### config.mk
export PLATFORM = sky130hd
export DESIGN_NAME = al422_bam_writer_flat
export DESIGN_NICKNAME = d
export VERILOG_FILES = /design/src/rtl/al422_bam_writer_pkg.sv /design/src/rtl/al422_bam_writer_if.sv /design/src/rtl/al422_bam_writer_plane_sel.sv /design/src/rtl/al422_bam_writer.sv /design/src/flat_wrapper.sv
export SDC_FILE = /design/constraint.sdc
export NUM_CORES = 1
export LEC_CHECK = 0
export ABC_CLOCK_PERIOD_IN_PS = 6330
export CAP_MARGIN = 20
export CORE_MARGIN = 2
export CORE_UTILIZATION = 55
export CTS_BUF_LIST = sky130_fd_sc_hd__clkbuf_8
export CTS_CLUSTER_SIZE = 30
export DETAILED_ROUTE_END_ITERATION = 10
export GPL_TIMING_DRIVEN = 0
export PLACE_DENSITY = 0.93
export SLEW_MARGIN = 10
export SYNTH_ARGS = -nofsm -noshare
export SYNTH_HDL_FRONTEND = slang
export SYNTH_HIERARCHICAL = 1
export SYNTH_SLANG_ARGS = --single-unit
### constraint.sdc
create_clock -name in_clk -period 6.33 [get_ports in_clk]
set_clock_uncertainty 0.2 [all_clocks]
set_input_delay 1.266 -clock in_clk [delete_from_list [all_inputs] [get_ports in_clk]]
set_output_delay 1.266 -clock in_clk [all_outputs]
set_load 0.005 [all_outputs]
### src/rtl/al422_bam_writer_pkg.sv
// Shared definitions for the AL422 BAM packet writer and the panel-scan reader.
// Holds the FSM encoding, byte-layout constants and the OE on-time helper.
package al422_bam_pkg;

  typedef enum logic [3:0] {
    ST_IDLE = 4'd0,
    ST_WRST = 4'd1,
    ST_HDR0 = 4'd2,
    ST_HDR1 = 4'd3,
    ST_HDR2 = 4'd4,
    ST_HDR3 = 4'd5,
    ST_HDR4 = 4'd6,
    ST_PIX  = 4'd7,
    ST_DONE = 4'd8
  } state_e;

  localparam int EOB_BIT = 6;
  localparam int EOF_BIT = 7;

  localparam int HDR_ROW_IDX    = 0;
  localparam int HDR_OE_LO_IDX  = 1;
  localparam int HDR_OE_HI_IDX  = 2;
  localparam int HDR_PAS_LO_IDX = 3;
  localparam int HDR_PAS_HI_IDX = 4;

  localparam int AL422_DEPTH = 393216;

  localparam int ROW_LSB   = 0;
  localparam int PHASE_LSB = 5;

  // OE active count for a plane: base << plane, clamped to 16 bits.
  function automatic logic [15:0] oe_active(input logic [15:0] base,
                                            input logic [2:0]  plane);
    logic [23:0] wide;
    wide = {8'h00, base} << plane;
    return (|wide[23:16]) ? 16'hFFFF : wide[15:0];
  endfunction

endpackage

### src/rtl/al422_bam_writer_if.sv
// AL422 write-port bundle between the packet writer (master) and the FIFO pins (slave).
// A byte is transferred on every in_clk edge where al422_nwe_out is low; there is no
// back-pressure, the FIFO accepts every strobed byte and al422_nwrst_out low rewinds it.
interface al422_bam_writer_if;
  logic [7:0] al422_data_out;
  logic       al422_nwe_out;
  logic       al422_nwrst_out;

  modport master (
    output al422_data_out,
    output al422_nwe_out,
    output al422_nwrst_out
  );

  modport slave (
    input al422_data_out,
    input al422_nwe_out,
    input al422_nwrst_out
  );
endinterface

### src/rtl/al422_bam_writer_plane_sel.sv
// Registered bit-plane extractor: picks bit <plane> of the six colour fields of one
// frame-buffer word and packs it with the block/frame end flags into a pixel byte.
module al422_bam_plane_sel
  import al422_bam_pkg::*;
#(
  parameter int BITS = 8
) (
  input  logic              in_clk,
  input  logic              in_rst,
  input  logic              load,
  input  logic [2:0]        plane,
  input  logic              eob,
  input  logic              eof,
  input  logic [6*BITS-1:0] mem_data,
  output logic [7:0]        pix_byte
);

  logic [5:0] bitv;
  logic [7:0] pix_n;

  // Field k sits at mem_data[k*BITS +: BITS]: 0..2 = lower B,G,R, 3..5 = upper B,G,R.
  always_comb begin
    bitv = '0;
    for (int k = 0; k < 6; k++) begin
      bitv[k] = |((mem_data[k*BITS +: BITS] >> plane) & BITS'(1));
    end
  end

  always_comb begin
    pix_n          = '0;
    pix_n[0]       = bitv[2];
    pix_n[1]       = bitv[1];
    pix_n[2]       = bitv[0];
    pix_n[3]       = bitv[5];
    pix_n[4]       = bitv[4];
    pix_n[5]       = bitv[3];
    pix_n[EOB_BIT] = eob;
    pix_n[EOF_BIT] = eof;
  end

  always_ff @(posedge in_clk) begin
    if (in_rst) begin
      pix_byte <= '0;
    end else if (load) begin
      pix_byte <= pix_n;
    end
  end

endmodule

### src/rtl/al422_bam_writer.sv
// AL422 BAM frame writer: streams header + pixel blocks (row outer, plane inner) into the FIFO.
// Optional byte_count/overflow ports are built when AL422_WR_BYTECOUNT_EN is defined.
module al422_bam_writer
  import al422_bam_pkg::*;
#(
  parameter int          COLS    = 64,
  parameter int          ROWS    = 16,
  parameter int          BITS    = 8,
  parameter logic [15:0] OE_BASE = 16'd8,
  localparam int         ADDR_W  = (ROWS * COLS > 1) ? $clog2(ROWS * COLS) : 1
) (
  input  logic              in_clk,
  input  logic              in_rst,
  input  logic              frame_start,
  input  logic [2:0]        out_phases,
  input  logic [15:0]       oe_passive,
  output logic [ADDR_W-1:0] mem_addr,
  input  logic [6*BITS-1:0] mem_data,
  al422_bam_writer_if.master al422,
  output logic              busy,
  output logic              frame_done,
  output logic [3:0]        dbg_state
`ifdef AL422_WR_BYTECOUNT_EN
  ,
  output logic [18:0]       byte_count,
  output logic              overflow
`endif
);

  localparam int CW = (COLS > 1) ? $clog2(COLS) : 1;

  localparam logic [3:0] S_IDLE = ST_IDLE;
  localparam logic [3:0] S_WRST = ST_WRST;
  localparam logic [3:0] S_HDR0 = ST_HDR0;
  localparam logic [3:0] S_HDR1 = ST_HDR1;
  localparam logic [3:0] S_HDR2 = ST_HDR2;
  localparam logic [3:0] S_HDR3 = ST_HDR3;
  localparam logic [3:0] S_HDR4 = ST_HDR4;
  localparam logic [3:0] S_PIX  = ST_PIX;
  localparam logic [3:0] S_DONE = ST_DONE;

  logic [3:0]        st, st_n;
  logic              wrst_cnt;
  logic [CW-1:0]     col;
  logic [4:0]        row, prev_row;
  logic [2:0]        plane, prev_plane;
  logic [2:0]        phases_q;
  logic [15:0]       passive_q;
  logic [ADDR_W-1:0] addr_q;
  logic [ADDR_W-1:0] row_base;
  logic              accept, blk_end, last_blk, prefetch_ok;
  logic [3:0]        hdr_idx;
  logic [15:0]       oe_val;
  logic [7:0]        hdr_byte, hdr_q;
  logic              pix_q, nwe_q, nwrst_q, busy_q, done_q;
  logic [7:0]        pix_byte;

  // done_q marks the cycle the last-frame pulse is visible; a start there is dropped.
  assign accept   = (st == S_IDLE) && frame_start && !done_q;
  assign blk_end  = (st == S_PIX) && (col == CW'(COLS - 1));
  assign last_blk = (row == 5'(ROWS - 1)) && (plane == 3'(BITS - 1));
  assign row_base = ADDR_W'(int'(row) * COLS);
  assign prefetch_ok = (st == S_HDR4) ? (COLS > 1) : (int'(col) + 2 < COLS);

  always_comb begin
    st_n = st;
    case (st)
      S_IDLE:  if (accept) st_n = S_WRST;
      S_WRST:  if (wrst_cnt) st_n = S_HDR0;
      S_HDR0:  st_n = S_HDR1;
      S_HDR1:  st_n = S_HDR2;
      S_HDR2:  st_n = S_HDR3;
      S_HDR3:  st_n = S_HDR4;
      S_HDR4:  st_n = S_PIX;
      S_PIX:   if (blk_end) st_n = last_blk ? S_DONE : S_HDR0;
      S_DONE:  st_n = S_IDLE;
      default: st_n = S_IDLE;
    endcase
  end

  // Header fields describe the block the reader is about to display (prev_row/prev_plane).
  always_comb begin
    hdr_idx  = st - S_HDR0;
    oe_val   = oe_active(OE_BASE, prev_plane);
    hdr_byte = 8'h00;
    if (st >= S_HDR0 && st <= S_HDR4) begin
      case (hdr_idx)
        4'(HDR_ROW_IDX): begin
          hdr_byte[PHASE_LSB +: 3] = phases_q;
          hdr_byte[ROW_LSB +: 5]   = prev_row;
        end
        4'(HDR_OE_LO_IDX):  hdr_byte = oe_val[7:0];
        4'(HDR_OE_HI_IDX):  hdr_byte = oe_val[15:8];
        4'(HDR_PAS_LO_IDX): hdr_byte = passive_q[7:0];
        4'(HDR_PAS_HI_IDX): hdr_byte = passive_q[15:8];
        default:            hdr_byte = 8'h00;
      endcase
    end
  end

  always_ff @(posedge in_clk) begin
    if (in_rst) begin
      st         <= S_IDLE;
      wrst_cnt   <= 1'b0;
      col        <= '0;
      row        <= '0;
      plane      <= '0;
      prev_row   <= '0;
      prev_plane <= '0;
      phases_q   <= '0;
      passive_q  <= '0;
      addr_q     <= '0;
      hdr_q      <= '0;
      pix_q      <= 1'b0;
      nwe_q      <= 1'b1;
      nwrst_q    <= 1'b1;
      busy_q     <= 1'b0;
      done_q     <= 1'b0;
    end else begin
      st       <= st_n;
      wrst_cnt <= (st == S_WRST) ? ~wrst_cnt : 1'b0;

      if (accept) begin
        phases_q   <= out_phases;
        passive_q  <= oe_passive;
        row        <= '0;
        plane      <= '0;
        col        <= '0;
        prev_row   <= 5'(ROWS - 1);
        prev_plane <= 3'(BITS - 1);
        busy_q     <= 1'b1;
      end

      if (st == S_PIX) begin
        if (blk_end) begin
          col        <= '0;
          prev_row   <= row;
          prev_plane <= plane;
          if (plane == 3'(BITS - 1)) begin
            plane <= '0;
            row   <= row + 5'd1;
          end else begin
            plane <= plane + 3'd1;
          end
        end else begin
          col <= col + 1'b1;
        end
      end

      // Address runs one cycle ahead of the column being captured by the plane selector.
      if (st == S_HDR3) begin
        addr_q <= row_base;
      end else if ((st == S_HDR4 || st == S_PIX) && prefetch_ok) begin
        addr_q <= addr_q + 1'b1;
      end

      // Pin-side outputs trail the state by one cycle so pixel bytes line up with headers.
      nwe_q   <= !(st >= S_HDR0 && st <= S_PIX);
      nwrst_q <= (st != S_WRST);
      hdr_q   <= hdr_byte;
      pix_q   <= (st == S_PIX);
      done_q  <= (st == S_DONE);
      if (st == S_DONE) busy_q <= 1'b0;
    end
  end

  al422_bam_plane_sel #(
    .BITS (BITS)
  ) u_plane_sel (
    .in_clk   (in_clk),
    .in_rst   (in_rst),
    .load     (st == S_PIX),
    .plane    (plane),
    .eob      (blk_end),
    .eof      (blk_end && last_blk),
    .mem_data (mem_data),
    .pix_byte (pix_byte)
  );

  assign al422.al422_data_out  = pix_q ? pix_byte : hdr_q;
  assign al422.al422_nwe_out   = nwe_q;
  assign al422.al422_nwrst_out = nwrst_q;
  assign mem_addr              = addr_q;
  assign busy                  = busy_q;
  assign frame_done            = done_q;
  assign dbg_state             = st;

`ifdef AL422_WR_BYTECOUNT_EN
  always_ff @(posedge in_clk) begin
    if (in_rst) begin
      byte_count <= '0;
      overflow   <= 1'b0;
    end else begin
      if (st == S_WRST) begin
        byte_count <= '0;
      end else if (!nwe_q) begin
        byte_count <= byte_count + 19'd1;
      end
      if (!nwe_q && (byte_count == 19'(AL422_DEPTH))) overflow <= 1'b1;
    end
  end
`endif

endmodule

### src/flat_wrapper.sv
// flat-port wrapper written by rule: the top's interface ports become plain ports
module al422_bam_writer_flat import al422_bam_pkg::*;
#(
  parameter int          COLS    = 64,
  parameter int          ROWS    = 16,
  parameter int          BITS    = 8,
  parameter logic [15:0] OE_BASE = 16'd8,
  localparam int         ADDR_W  = (ROWS * COLS > 1) ? $clog2(ROWS * COLS) : 1
)
  (in_clk, in_rst, frame_start, out_phases, oe_passive, mem_addr, mem_data, busy, frame_done, dbg_state, al422_al422_data_out, al422_al422_nwe_out, al422_al422_nwrst_out);
  al422_bam_writer_if al422_i ();
  input  logic in_clk;
  input  logic in_rst;
  input  logic frame_start;
  input  logic [2:0] out_phases;
  input  logic [15:0] oe_passive;
  output logic [ADDR_W-1:0] mem_addr;
  input  logic [6*BITS-1:0] mem_data;
  output logic busy;
  output logic frame_done;
  output logic [3:0] dbg_state;
  output wire logic [$bits(al422_i.al422_data_out)-1:0] al422_al422_data_out;
  output wire logic [$bits(al422_i.al422_nwe_out)-1:0] al422_al422_nwe_out;
  output wire logic [$bits(al422_i.al422_nwrst_out)-1:0] al422_al422_nwrst_out;
  assign al422_al422_data_out = al422_i.al422_data_out;
  assign al422_al422_nwe_out = al422_i.al422_nwe_out;
  assign al422_al422_nwrst_out = al422_i.al422_nwrst_out;
  al422_bam_writer #(.COLS(COLS), .ROWS(ROWS), .BITS(BITS), .OE_BASE(OE_BASE)) u_core (.in_clk(in_clk), .in_rst(in_rst), .frame_start(frame_start), .out_phases(out_phases), .oe_passive(oe_passive), .mem_addr(mem_addr), .mem_data(mem_data), .al422(al422_i), .busy(busy), .frame_done(frame_done), .dbg_state(dbg_state));
endmodule
After elaboration in Yosys (flattened, before gate mapping)
Cells that the tools add are included.
{ "word_totals": {"n_memories": 0, "latchBits": 0, "ram_bits": 0, "output_inout_bits": 26, "in_bits": 70, "regBits": 77, "romBits": 0} }
{ "op_classes": {"shift": 7, "bitwise_logic": 3, "n_eq_ne": 19, "add_sub_neg": 6, "reduce_logical": 21, "n_lt_le_gt_ge": 4, "n_div": 0, "n_mux": 28, "multipliers": 0} }
{ "ops": {"columns": ["operator", "count"], "rows": [
  ["$shr A8 B3 Y1", 6],
  ["$pmux W8 S5", 1],
  ["$mux W5", 7],
  ["$lt A32 B8 Y1 const B", 1],
  ["$pmux W4 S8", 1],
  ["$shl A4 B3 Y24 const A", 1],
  ["$mux W3", 7],
  ["$eq A4 B3 Y1 const B", 5],
  ["$mux W10", 2],
  ["$mux W6", 3],
  ["$eq A4 B2 Y1 const B", 4],
  ["$mux W16", 1],
  ["$mux W4", 4],
  ["$add A10 B1 Y10 const B", 1],
  ["$eq A4 B1 Y1 const B", 2],
  ["$le A4 B3 Y1 const B", 2],
  ["$logic_and A1 B1 Y1", 8],
  ["$logic_not A4 Y1", 2],
  ["$mux W8", 1],
  ["$reduce_or A2 Y1", 4],
  ["$reduce_or A8 Y1", 1],
  ["$add A6 B2 Y7 const B", 1],
  ["$add A6 B1 Y6 const B", 1],
  ["$eq A6 B6 Y1 const B", 1],
  ["other kinds (15)", 21]
]} }

Longest topological paths before layout
{ "logic_depth": {"word_depth": 7, "mapped_depth": 7} }

Hierarchy
Netlist, hierarchy kept.
{ "modules_own_cells": {"columns": ["mod", "cells_per_inst", "area_each_um2", "instances", "seq_area_each_um2"], "rows": [
  ["al422_bam_writer", 374, 3095.5, 1, 1381.3],
  ["al422_bam_plane_sel", 69, 691.9, 1, 160.2]
]} }

Worst setup path after synthesis
No wires, ideal clock.
{ "synth_timing": {"path_kind": "input-to-reg", "from": "input port in_rst", "to": "register u_core.hdr_q[0]", "path_buffers": 1, "stages": 4, "setup_time_ns": 0.070, "arrival_ns": 2.175, "setup_slack_ns": 3.885, "required_time_ns": 6.060, "path_cell_list": "a311o_1 or3_1 clkbuf_1 a21oi_1"} }
{ "synth_between": {"elab_chain_cells": 1} }
{ "synth_rtl": {"columns": ["item", "line", "text"], "rows": [
  ["start, declared", "flat_wrapper.sv:13", "input logic in_rst;"],
  ["$reduce_or A2 Y1 (no line)", null, null],
  ["end signal, assigned", "al422_bam_writer.sv:160", "hdr_q <= hdr_byte;"],
  ["end, declared", "al422_bam_writer.sv:54", "logic [7:0] hdr_byte, hdr_q;"]
]} }
Every way passes these cells.
A chain may end at the register's enable or synchronous reset.

Worst setup path after layout
{ "layout_timing": {"from": "register u_core.pix_q", "to": "output port al422_al422_data_out[4]"} }
{ "layout_between": {"elab_chain_cells": 1} }
{ "layout_rtl": {"columns": ["item", "line", "text"], "rows": [
  ["start, declared", "al422_bam_writer.sv:55", "logic pix_q, nwe_q, nwrst_q, busy_q, done_q;"],
  ["start signal, assigned", "al422_bam_writer.sv:161", "pix_q <= (st == S_PIX);"],
  ["$mux W8", "al422_bam_writer.sv:180", "assign al422.al422_data_out = pix_q ? pix_byte : hdr_q;"],
  ["end, declared", "flat_wrapper.sv:22", "output wire logic [$bits(al422_i.al422_data_out)-1:0] al422_al422_data_out;"]
]} }
Every way passes these cells.

==> results.tsv <==
stage	metric	value	unit
run_status	outcome	complete, no violations	
cts	cts repair resizes	0	
final_layout	fin area	5050	um^2
synth	Adder-Cell Fraction of Synth Area	2.64	%
floorplanning	Die Area	7570	um^2
detailed_routing	wire per inst	16.8	um
grt	GRT Overall Usage	28.4	%
synth	Distinct cells, synth	51	
floorplanning	Core Region	6720	um^2
cts	CTS tree	done	
synth	Seq cells post-synth	77	
synth	top-count cell post-synth	dfxtp_1	
sta	FMAX	0.299	GHz
synth	top cells by count, synth	dfxtp_1 (77), nand2_1 (53), a21oi_1 (47), nor2_1 (43), nor3_1 (22)	
worst_setup_path	worst reg2reg path depth	6	
floorplanning	die height	87.0	um
sta	Setup Total Neg Slack	0	ns
power	Max VDD drop	154	uV
placed_design	Placed Instances	618	
grt	grt ovf	0	
synth	Syn Area/Cell	8.55	um^2
placed_design	Port Buf Inserts	95	
cts	Reg clk slew, reported paths	0.08	ns
cts	CTS max path bufs	2	
worst_setup_path	R2R setup slack	3.66	ns
cts	number of setup buffers added after CTS	0	
synth	prevailing post-synth register cell	dfxtp_1	
worst_setup_path	WP data required	4.86	ns
synth	Synth Area in XOR/XNOR	1.39	%
worst_setup_path	CP startpoint	u_core/pix_q	
worst_setup_path	R2R Path Start	u_core/dbg_state[1]	
synth	main area contributors after synthesis	dfxtp_1 (41%), mux2_2 (6.2%), a21oi_1 (6.2%)	
detailed_routing	vias	3844	
final_layout	Non-Filler Instances	633	
synth	Mapped Cells	443	
synth	Simple-Gate Fraction of Synth Area	22.7	%
synth	area share of the largest cell type after synthesis	40.7	%
placed_design	Final HPWL DP	7690	um
final_layout	Filler Cell Count	479	
sta	slew margin rel.	34.6	%
placed_design	routability cong.	0.936	
cts	clk root buf	clkbuf_8	
sta	clock period minus final worst setup slack	3.35	ns
grt	vias in the first global route	3605	
sta	# setup viols final	0	
final_layout	diodes inserted	0	
power	Lkg Pwr	1.80	nW
worst_setup_path	RR Endpoint	u_core/hdr_q[2]	
synth	number of synthesized flops with an enable pin	0	
sta	Tightest Pin Transition	0.974	ns
synth	mux cell area share after synthesis	10.2	%
placed_design	DP Area	4840	um^2
detailed_routing	1st-iter DRT viols	312	
worst_setup_path	Critical Path AT	1.88	ns
worst_setup_path	Critical Path Start Type	flop	
detailed_routing	DRC	0	
final_layout	synth-to-layout area growth	33.4	%
detailed_routing	post-route antenna net violation count	0	
cts	Post-CTS Hold Buffers	0	
synth	syn_nets	521	
sta	count of final hold-check violations	0	
worst_setup_path	Worst Path Max Fanout	8	
job	Max-cap violations	0	
floorplanning	initial core utilization	56.4	%
final_layout	nets	627	
synth	yosys warns	6	
grt	pin count of the biggest net entering global routing	13	
sta	fraction of the cycle the final worst path needs	52.9	%
detailed_routing	DRT Pass-1 Iters	5	
detailed_routing	Avg Vias per Cell	6.07	
floorplanning	Ports	96	
detailed_routing	wirelength, routed	10600	um
cts	CTS Buf Count	9	
worst_hold_path	Worst Hold Class	reg2reg	
grt	initial antenna violation count	0	
sta	unrepaired setup endpoints after global routing	false	
synth	area leader, netlist	dfxtp_1	
power	power per cell area	216	nW/um^2
worst_setup_path	CP endpoint kind	output port	
synth	register area share after synthesis	40.7	%
synth	Synth Area in Compound Gates	17.8	%
worst_setup_path	Setup CP Type	reg2out	
synth	combinational family with the most area after synthesis	simple AND/OR/NAND/NOR gates	
floorplanning	num rows	30	
worst_setup_path	critical path endpoint	al422_al422_data_out[4]	
final_layout	layout cells sized above 1	9.40	%
sta	Final Max Tran Viols	0	
synth	asr flop ratio synth	0	%
cts	clock sinks	77	
cts	H-tree depth	3	
grt	first-pass GRT wire length	16900	um
cts	clk_lat worst skew	0.35	ns
floorplanning	Die X	87.0	um
synth	mapped cell area	3790	um^2
worst min-delay path by stage:
stage                         start         endpoint  slack [ns]  cells after the start
floorplan           u_core/wrst_cnt  u_core/wrst_cnt        0.19                      1
global placement    u_core/wrst_cnt  u_core/wrst_cnt        0.20                      1
detailed placement  u_core/wrst_cnt  u_core/wrst_cnt        0.21                      1
CTS                 u_core/wrst_cnt  u_core/wrst_cnt        0.22                      1
global route        u_core/wrst_cnt  u_core/wrst_cnt        0.24                      1
finish              u_core/wrst_cnt  u_core/wrst_cnt        0.22                      1
cell usage in the layout, fill, tap and decap left out, drive strengths merged, types with 4 or more instances in the layout:
cell type,instances
nand3,19
mux2,21
or3,6
nor2,43
nand2,53
nor2b,7
nand2b,8
ha,8
a211oi,7
o21ai,9
a22oi,15
a21oi,47
clkbuf,24
clkdlybuf4s50,95
and3,4
dfxtp,77
mux2i,15
xor2,5
inv,9
nor3,22
buf,11
logic make-up after synthesis:
| family | count (synthesis) |
|---|---|
| buffers and inverters | 33 |
| flip-flops | 77 |
| adder cells (fa/ha/maj) | 8 |
| multiplexers | 36 |
| AO/OA/AOI/OAI | 103 |
| XOR/XNOR | 6 |
| AND/OR/NAND/NOR | 180 |
state kept, by name, summed over array words and instances (netlist names):
signal and count:
u_core/frame_done 1, u_core/dbg_state 4, u_core/hdr_q 8, u_core/al422.al422_nwrst_out 1
u_core/u_plane_sel/pix_byte 8, u_core/passive_q 16, u_core/prev_plane 3, u_core/col 6
u_core/mem_addr 10, u_core/wrst_cnt 1, u_core/plane 3, u_core/row 5
u_core/al422.al422_nwe_out 1, u_core/pix_q 1, u_core/busy 1, u_core/phases_q 3
u_core/prev_row 5
cell type report:
type	count	area, um^2	share of cell area [%]
Multi-Input combinational cell	333	2070	41.0
Tap cell	80	100	1.98
Timing Repair Buffer	95	951	18.8
Clock inverter	5	76.3	1.51
Sequential cell	77	1540	30.5
Buffer	25	144	2.85
Clock buffer	10	138	2.72
Inverter	8	30.0	0.594
per-stage QoR:
| stage | utilization [%] | hold slack [ns] | total power, mW | setup slack (ns) |
|---|---|---|---|---|
| finish | 75.2 | 0.220 | 1.09 | 2.98 |
| global route | 75.2 | 0.245 | 1.13 | 2.92 |
| CTS | 75.2 | 0.221 | 1.09 | 2.97 |
| detailed placement | 72.0 | 0.208 | 0.696 | 3.20 |
| global placement | 72.0 | 0.202 | 0.691 | 3.23 |
| floorplan | - | 0.191 | 0.617 | 3.89 |
routing by layer:
| layer | global-route usage [%] | vias to the layer above | wire (um) |
|---|---|---|---|
| met4 | 11.9 | 0 | 218 |
| li1 | - | 1815 | - |
| met1 | 34.1 | 1801 | 4330 |
| met3 | 6.35 | 25 | 895 |
| met5 | 0 | - | 0 |
| met2 | 48.9 | 203 | 5190 |
power breakdown:
| group | internal, mW | leakage [nW] | switching (mW) |
|---|---|---|---|
| Sequential | 0.508 | 0.626 | 0.0193 |
| Combinational | 0.0841 | 1.07 | 0.0789 |
| Clock | 0.228 | 0.110 | 0.170 |
| Total | 0.821 | 1.80 | 0.268 |
critical path, cell delays in order, from the launching register on:
cell and delay [ns]:
dfxtp_1 0.32, clkbuf_1 0.35, mux2_2 0.40, clkdlybuf4s50_1 0.47
Power figures use the tool's default switching activity.
==> patch: new RTL, same settings <==
`ROWS` is set to 16 in 2 places; all go to 64.
--- a/src/rtl/al422_bam_writer.sv
+++ b/src/rtl/al422_bam_writer.sv
@@ -6,3 +6,3 @@
   parameter int          COLS    = 64,
-  parameter int          ROWS    = 16,
+  parameter int          ROWS    = 64,
   parameter int          BITS    = 8,
--- a/src/flat_wrapper.sv
+++ b/src/flat_wrapper.sv
@@ -4,3 +4,3 @@
   parameter int          COLS    = 64,
-  parameter int          ROWS    = 16,
+  parameter int          ROWS    = 64,
   parameter int          BITS    = 8,
Ports: changed (resized mem_addr); port bits go from 96 to 98. No check against the original RTL was run, so the function may have changed too.
==> patch against the original RTL <==
Synthesized area increased by 4.8%. Die area is 4.6% higher. Worst setup slack worse by 16 ps. Final area up 4.6%. Sequential cell count up 2. Routed wire length rose by 8.7%. Count of clock-buffer cells in the layout increased by 1. Total power is 1.2% higher. Critical endpoint is now al422_al422_data_out[1].
==> patch: results (changes against the original RTL) <==
[status] run status finished clean [unchanged]
[place] HPWL after detailed placement 8330 um [was 7690 um]
[layout] Layout fillers 511 [was 479]
[power] total leakage power 1.90 nW [was 1.80 nW]
[place] buffers added on ports 97 [was 95]
[global_routing] vias in the first global route 3959 [was 3605]
[global_routing] global-route wire length before repair 18000 um [was 16900 um]
[layout] Final nets 649 [was 627]
[timing] Worst-Margin Slew 1140 ps [was 974 ps]
[cts] H-tree depth reported by CTS 3 [unchanged]
[logic_synthesis] Post-Syn Nets 541 [was 521]
[logic_synthesis] proportion of register bits with asynchronous set or reset after synthesis 0% [unchanged]
[drt] number of DRC violations after detailed-routing iteration 0 413 [was 312]
[logic_synthesis] number of warning messages in the yosys log 6 [unchanged]
[logic_synthesis] top cells by area in the synthesized netlist sky130_fd_sc_hd__dfxtp_1 (40%), sky130_fd_sc_hd__mux2_2 (6.0%), sky130_fd_sc_hd__nand2_1 (5.8%) [was sky130_fd_sc_hd__dfxtp_1 (41%), sky130_fd_sc_hd__mux2_2 (6.2%), sky130_fd_sc_hd__a21oi_1 (6.2%)]
[logic_synthesis] ranking of synthesized cells by instance count sky130_fd_sc_hd__dfxtp_1 (79), sky130_fd_sc_hd__nand2_1 (61), sky130_fd_sc_hd__a21oi_1 (39), sky130_fd_sc_hd__nor2_1 (39), sky130_fd_sc_hd__mux2_2 (21) [was sky130_fd_sc_hd__dfxtp_1 (77), sky130_fd_sc_hd__nand2_1 (53), sky130_fd_sc_hd__a21oi_1 (47), sky130_fd_sc_hd__nor2_1 (43), sky130_fd_sc_hd__nor3_1 (22)]
[drt] number of vias after detailed routing 4085 [was 3844]
[logic_synthesis] compound-gate portion of the synthesized area 18.2% [was 17.8%]
[layout] ratio of cells with drive above 1 in the final layout 9.38% [was 9.40%]
[cts] source-to-sink clock delay at the later pin of the worst-skew pair 340 ps
[logic_synthesis] adder-cell area share of the yosys netlist 2.52% [was 2.64%]
[cts] Clock Root Buffer sky130_fd_sc_hd__clkbuf_8 [unchanged]
[place] weighted congestion reported at the end of routability-driven placement 0.943 [was 0.936]
[place] Post-Place Cell Area 5060 um2 [was 4840 um2]
[logic_synthesis] portion of the post-synthesis area used by sequential elements 39.8% [was 40.7%]
[logic_synthesis] distinct cell type count of the synthesized netlist 52 [was 51]
[cts] number of post-CTS setup repair buffers 0 [unchanged]
[setup_path] data arrival at the endpoint of the critical path 1900 ps [was 1880 ps]
[global_routing] GRT Util Overall 29.4% [was 28.4%]
[logic_synthesis] share of cell area taken by muxes after synthesis 9.99% [was 10.2%]
[logic_synthesis] share of the synthesized netlist area taken by xor and xnor gates 1.32% [was 1.39%]
[power] worst vdd rail ir drop 0.139 mV [was 0.154 mV]
[drt] sum of routed wire length over all layers 11600 um [was 10600 um]
patch: cell type report:
type | instances | share of cell area, %
inverters | 8 | 0.568
flip-flops and latches | 79 | 29.9
multi-input cells | 346 | 41.2
well taps | 96 | 2.27
clock inverters | 5 | 1.37
clock buffers | 11 | 2.86
repair buffers | 97 | 18.4
plain buffers | 30 | 3.39
patch: report_power, final:
group	switching (mW)	internal [mW]	leakage, nW	total (mW)
Combinational	0.0738	0.0770	1.13	0.151
Sequential	0.0157	0.517	0.642	0.533
Clock	0.178	0.240	0.122	0.418
Total	0.267	0.834	1.90	1.10
patch: stage by stage:
step,std cells,util (%),hold WS (ps),setup slack (ps),power (mW)
6_report,672,76.5,249,2970,1.10
3_5_place_dp,656,73.3,234,2850,0.689
4_1_cts,672,76.5,249,2950,1.10
5_1_grt,672,76.5,289,2910,1.14
2_1_floorplan,463,-,205,3690,0.614
3_3_place_gp,656,73.3,226,2880,0.683
patch: final timing paths:
kind | depth (start not counted) | slack, ps | to | from
worst max-delay path | 3 | 2970 | al422_al422_data_out[1] | u_core/pix_q
worst min-delay path | 1 | 250 | u_core/wrst_cnt | u_core/wrst_cnt
worst max register to register | 7 | 3450 | u_core/hdr_q[3] | u_core/dbg_state[2]
worst min register to register | 1 | 250 | u_core/wrst_cnt | u_core/wrst_cnt
patch: critical path: stages, from the launching register on:
cell and delay [ps]:
sky130_fd_sc_hd__dfxtp_1 310, sky130_fd_sc_hd__clkbuf_1 380, sky130_fd_sc_hd__mux2_2 400, sky130_fd_sc_hd__clkdlybuf4s50_1 460
patch: per-layer routing:
metal | track usage (%) | share of wire, % | routed length, um
met1 | 34.6 | 38 | 4340
met2 | 52.6 | 49 | 5630
met3 | 5.45 | 11 | 1250
met4 | 12.5 | 2.9 | 339
met5 | 0 | 0 | 0
